**src/rtl/fa_tester_pkg.sv**
```systemverilog
// fa_tester_pkg: shared types, widths and the full-adder reference for the pmod loopback tester
package fa_tester_pkg;
  localparam int VEC_W = 3;
  localparam int RES_W = 2;
  typedef enum logic [2:0] {IDLE, DRIVE, SAMPLE, HOLD, DONE} state_t;
  // vec = {cin, b, a}; result = {carry, sum}
  function automatic logic [RES_W-1:0] fa_expected(input logic [VEC_W-1:0] vec);
    return {(vec[0] & vec[1]) | (vec[0] & vec[2]) | (vec[1] & vec[2]), ^vec};
  endfunction
endpackage

```
**src/rtl/fa_pmod_tester_sync_ff.sv**
```systemverilog
// sync_ff: multi-stage flop synchronizer for an asynchronous bus
//   clk, rst (async, active-high) ; d: async input ; q: synchronized output
module sync_ff #(
  parameter int W = 1,
  parameter int D = 2
) (
  input  logic         clk,
  input  logic         rst,
  input  logic [W-1:0] d,
  output logic [W-1:0] q
);
  logic [W-1:0] s [D];
  always_ff @(posedge clk or posedge rst)
    if (rst) begin
      for (int i = 0; i < D; i++) s[i] <= '0;
    end else begin
      s[0] <= d;
      for (int i = 1; i < D; i++) s[i] <= s[i-1];
    end
  assign q = s[D-1];
endmodule

```
**src/rtl/fa_pmod_tester.sv**
```systemverilog
// fa_pmod_tester: sweeps all 8 full-adder vectors over pmod and checks the looped-back sum/carry
//   clk, rst (async, active-high), start (pulse) ; pmod_out = {cin, b, a} ; res_in = {carry, sum}
//   busy, done, pass, err_count, fail_vec ; led = {sync res_in, done&~pass, done&pass, busy}
module fa_pmod_tester
  import fa_tester_pkg::*;
#(
  parameter int STEP_CYCLES   = 12000000,
  parameter int SETTLE_CYCLES = 16,
  parameter int SYNC_STAGES   = 2
) (
  input  logic             clk,
  input  logic             rst,
  input  logic             start,
  output logic [VEC_W-1:0] pmod_out,
  input  logic [RES_W-1:0] res_in,
  output logic             busy,
  output logic             done,
  output logic             pass,
  output logic [3:0]       err_count,
  output logic [VEC_W-1:0] fail_vec,
  output logic [4:0]       led
);
  localparam int CW = $clog2(STEP_CYCLES);
  localparam logic [CW-1:0] SAMPLE_AT = CW'(SETTLE_CYCLES + SYNC_STAGES - 1);
  localparam logic [CW-1:0] LAST      = CW'(STEP_CYCLES - 1);
  if (STEP_CYCLES < SETTLE_CYCLES + SYNC_STAGES + 2) begin : g_bad_step
    $error("STEP_CYCLES must be >= SETTLE_CYCLES + SYNC_STAGES + 2");
  end
  state_t           state, nxt;
  logic [VEC_W-1:0] vec;
  logic [CW-1:0]    cnt;
  logic [RES_W-1:0] res_s;
  logic             go, last, mis;
  sync_ff #(.W(RES_W), .D(SYNC_STAGES)) u_sync (.clk(clk), .rst(rst), .d(res_in), .q(res_s));
  assign go   = start && (state == IDLE || state == DONE);
  assign last = state == HOLD && cnt == LAST;
  assign mis  = res_s != fa_expected(vec);
  always_ff @(posedge clk or posedge rst)
    if (rst) state <= IDLE;
    else state <= nxt;
  always_comb begin
    nxt = state;
    case (state)
      IDLE, DONE: nxt = start ? DRIVE : state;
      DRIVE:      nxt = cnt == SAMPLE_AT ? SAMPLE : DRIVE;
      SAMPLE:     nxt = HOLD;
      HOLD:       nxt = !last ? HOLD : &vec ? DONE : DRIVE;
      default:    nxt = IDLE;
    endcase
  end
  // cnt runs across DRIVE/SAMPLE/HOLD so each vector is held exactly STEP_CYCLES
  always_ff @(posedge clk or posedge rst)
    if (rst) begin
      vec       <= '0;
      cnt       <= '0;
      err_count <= '0;
      fail_vec  <= '0;
    end else begin
      cnt       <= (state == IDLE || state == DONE || last) ? '0 : cnt + 1'b1;
      vec       <= go ? '0 : (last && !(&vec)) ? vec + 1'b1 : vec;
      err_count <= go ? '0 : (state == SAMPLE && mis) ? err_count + 4'd1 : err_count;
      fail_vec  <= go ? '0 : (state == SAMPLE && mis && err_count == '0) ? vec : fail_vec;
    end
  always_comb begin
    busy     = state == DRIVE || state == SAMPLE || state == HOLD;
    done     = state == DONE;
    pass     = done && err_count == '0;
    pmod_out = busy ? vec : '0;
    led      = {res_s, done && !pass, pass, busy};
  end
endmodule

```
**config.mk**
```make
export PLATFORM = sky130hd
export DESIGN_NAME = fa_pmod_tester
export DESIGN_NICKNAME = d
export VERILOG_FILES = /design/src/rtl/fa_tester_pkg.sv /design/src/rtl/fa_pmod_tester_sync_ff.sv /design/src/rtl/fa_pmod_tester.sv
export SDC_FILE = /design/constraint.sdc
export NUM_CORES = 1
export LEC_CHECK = 0
export BUFFER_PORTS_ARGS = -buffer_cell sky130_fd_sc_hd__buf_4
export CAP_MARGIN = 25
export CORE_MARGIN = 2
export CORE_UTILIZATION = 53
export CTS_CLUSTER_SIZE = 40
export DETAILED_ROUTE_END_ITERATION = 10
export PLACE_DENSITY = 0.87
export REMOVE_ABC_BUFFERS = 1
export SETUP_SLACK_MARGIN = 0.3
export SLEW_MARGIN = 10
export SYNTH_ARGS = -nofsm -noshare
export SYNTH_HDL_FRONTEND = slang
export SYNTH_SLANG_ARGS = --single-unit
```
**constraint.sdc**
```tcl
create_clock -name clk -period 2.05 [get_ports clk]
set_clock_uncertainty 0.1 [all_clocks]
set_input_delay 0.205 -clock clk [delete_from_list [all_inputs] [get_ports clk]]
set_output_delay 0.205 -clock clk [all_outputs]
set_load 0.005 [all_outputs]
```
==> flow_summary.ini <==
[clock_network]
htree_levels = 2
cts_sinks = 41
clockBufferDepth = 2
path_clk_slew_ns = 0.09
cts_root_buffer = clkbuf_8
clock_latency_ns = 0.30
cts_tree = done
cts_buffers = 5

[place]
dp_cells = 316
placedInstanceArea_sq_um = 2610
place_ws_ns = -0.0696
gp_congestion = 0.869
place_hpwl_mm = 3.72
placement.io_buffers = 22

[yosys]
synth.most_common_cell = dfrtp_1
synth-main-ff-cell = dfrtp_1
synthCells = 238
synth_xor_area_frac = 0.0690
synth.area.top_cells = dfrtp_1 45%, nor3_1 3.9%, xnor2_1 3.5%
synth_commonest_cells = 41 x dfrtp_1, 18 x nor3_1, 14 x nor2_1
synth_top_cell_area_share = 0.449
synth_edf_count = 0
yosysSeqAreaShare = 0.449
synth-adder-area-share = 0.0416
ys_types = 39
netlist_area_sq_um = 2280
syn_avg_cell_area_sq_um = 9.59
ys_warn_count = 0
synth-async-reset-ratio = 1.00
ys_ff_latch = 41
synth_mux_area_frac = 0.0175
synth_top_family_by_area = simple AND/OR/NAND/NOR gates
synth_compound_area_frac = 0.0926
synth_top_area_cell = dfrtp_1
yosys.area_share.simple = 0.266

[timing]
setup_slack_ns = -0.0742
fin_crit_sh = 1.04
hold_violations = 0
drv_slew = 0
worst_pin_slew_ns = 0.576
setup_viol_count_final = 2
slew_headroom = 0.616
max_freq_ghz = 0.471
rsz0062_at_grt = yes
holdWs_ns = 0.255
final.setup.tns_ns = -0.0759
min_period_ns = 2.12

[pwr]
p_per_area_nw_per_um2 = 780
cellLeakagePower_nw = 1.53
p_total_mw = 2.86
ir_drop_uv = 544

[floorplanning]
initial_core_util = 0.559
row_count = 23
fp.dieH_microns = 69.6
die_w_microns = 69.6
core_area_sq_um = 4090
die-area_sq_um = 4850
io_pins = 23

[routing]
firstDrtPassIters = 6
viasPerCell = 7.05
drc_errors = 0
wl_per_cell_microns = 26.1
first_iter_violations = 459
ant_nets = 0
wirelength_mm = 9.56
vias = 2580

[global_route]
grt_pass1_wl_mm = 11.9
grt_max_degree = 42
antenna_found_initial = 0
gr-usage-all-layers = 0.312
first_global_vias = 2385
grt-ovfl-total = 0

[hold_path]
holdCritStartpoint = u_sync.s[2]
hold_end = u_sync.q[0]
hold_path_depth = 0
min_path_type = reg -> reg

[flow_run]
max_cap_viol_count = 0

[critical_path]
r2r-end = cnt[18]
reg2regPathDepth = 5
cp_slowest_cell = or4_4
crit_required_ns = 2.15
r2r_slack_ns = -0.07
endpoint_kind = register
crit_chain = nand3_2 -> buf_6 -> or4_4 -> or3_4 -> a211oi_2
crit_path_max_fanout = 8
crit_type = reg -> reg
crit_arrival_ns = 2.23
critPathLaunchType = register
worst_path_largest_cell_delay_ns = 0.54
r2r_start = cnt[11]

[finish]
utilization = 0.898
drive_gt1_frac = 0.554
area_growth_pct = 60.7
num-fill-cells = 158
finish.instance_area_sq_um = 3670
multi_input_area_sq_um = 1680
diodes = 0
nets = 327
register_area_sq_um = 1030
layoutNonFillerInstCount = 366

[status]
outcome = complete, but fails checks
violations = negative setup slack
-- routing by layer --
metal | share of wire | vias to the layer above | global-route usage
li1 | - | 1021 | -
met1 | 0.33 | 1214 | 0.351
met2 | 0.48 | 244 | 0.549
met3 | 0.10 | 101 | 0.0814
met4 | 0.086 | 0 | 0.150
met5 | 0 | - | 0
-- flip-flops by register name, summed over array words and instances (netlist names) --
| register | count |
|---|---|
| cnt | 24 |
| err_count | 4 |
| fail_vec | 3 |
| state | 3 |
| vec | 3 |
| u_sync.q | 2 |
| u_sync.s | 2 |
-- worst max path at each step --
stage	startpoint	endpoint
2_1_floorplan	cnt[15]	cnt[10]
3_3_place_gp	cnt[6]	cnt[23]
3_5_place_dp	cnt[5]	cnt[23]
4_1_cts	cnt[13]	cnt[22]
5_1_grt	cnt[11]	cnt[18]
6_report	cnt[11]	cnt[18]
-- kinds of logic (layout without fill, tap and decap cells) --
family,after synthesis,count (layout)
AOI/OAI and AO/OA,33,33
muxes,4,4
DFF,41,41
xor gates and xnor gates,18,18
and+or+nand+nor,105,106
adders and majority gates,7,7
buffers and inverters,30,107
-- critical path, delay by kind of cell, from the launching register on --
family                 cells  cell delay, ns
buffers and inverters      1            0.15
and+or+nand+nor            3            1.06
AOI/OAI and AO/OA          1            0.26
DFF                        1            0.45
-- repair_timing --
action	in CTS	in global routing
hold buffers	4	0
hold endpoints to repair	44	0
gates resized for setup	58	76
setup endpoints to repair	39	39
gates cloned	3	0
pin swaps	32	34
setup buffers	21	14
-- final cells by class --
| type | instances | area share |
|---|---|---|
| tap | 50 | 0.0171 |
| clock buffer | 7 | 0.0263 |
| inverter | 10 | 0.0102 |
| sequential | 41 | 0.280 |
| timing repair buffer | 89 | 0.208 |
| multi-input combinational | 168 | 0.457 |
| clock inverter | 1 | 0.00136 |
-- power breakdown --
group	total (mW)	switching, mW	internal (mW)
logic	1.20	0.617	0.584
registers	1.05	0.133	0.921
clock network	0.609	0.304	0.305
total	2.86	1.05	1.81
-- layout by cell type, fill, tap and decap left out, types with 4 or more instances in the layout --
| cell type | n |
|---|---|
| dfrtp_1 | 39 |
| buf_6 | 12 |
| nand4_1 | 12 |
| clkbuf_8 | 7 |
| nand2_1 | 7 |
| inv_2 | 5 |
| xnor2_1 | 5 |
| nor3_4 | 13 |
| a211oi_2 | 9 |
| dlygate4sd3_1 | 4 |
| inv_1 | 5 |
| mux2i_1 | 4 |
| o21ai_1 | 4 |
| or4_4 | 5 |
| o21ai_0 | 6 |
| or3_4 | 8 |
| nor2_1 | 13 |
| nand3_1 | 8 |
| buf_4 | 69 |
| xor2_1 | 7 |
Note: power is estimated with default switching activity, not from simulation.
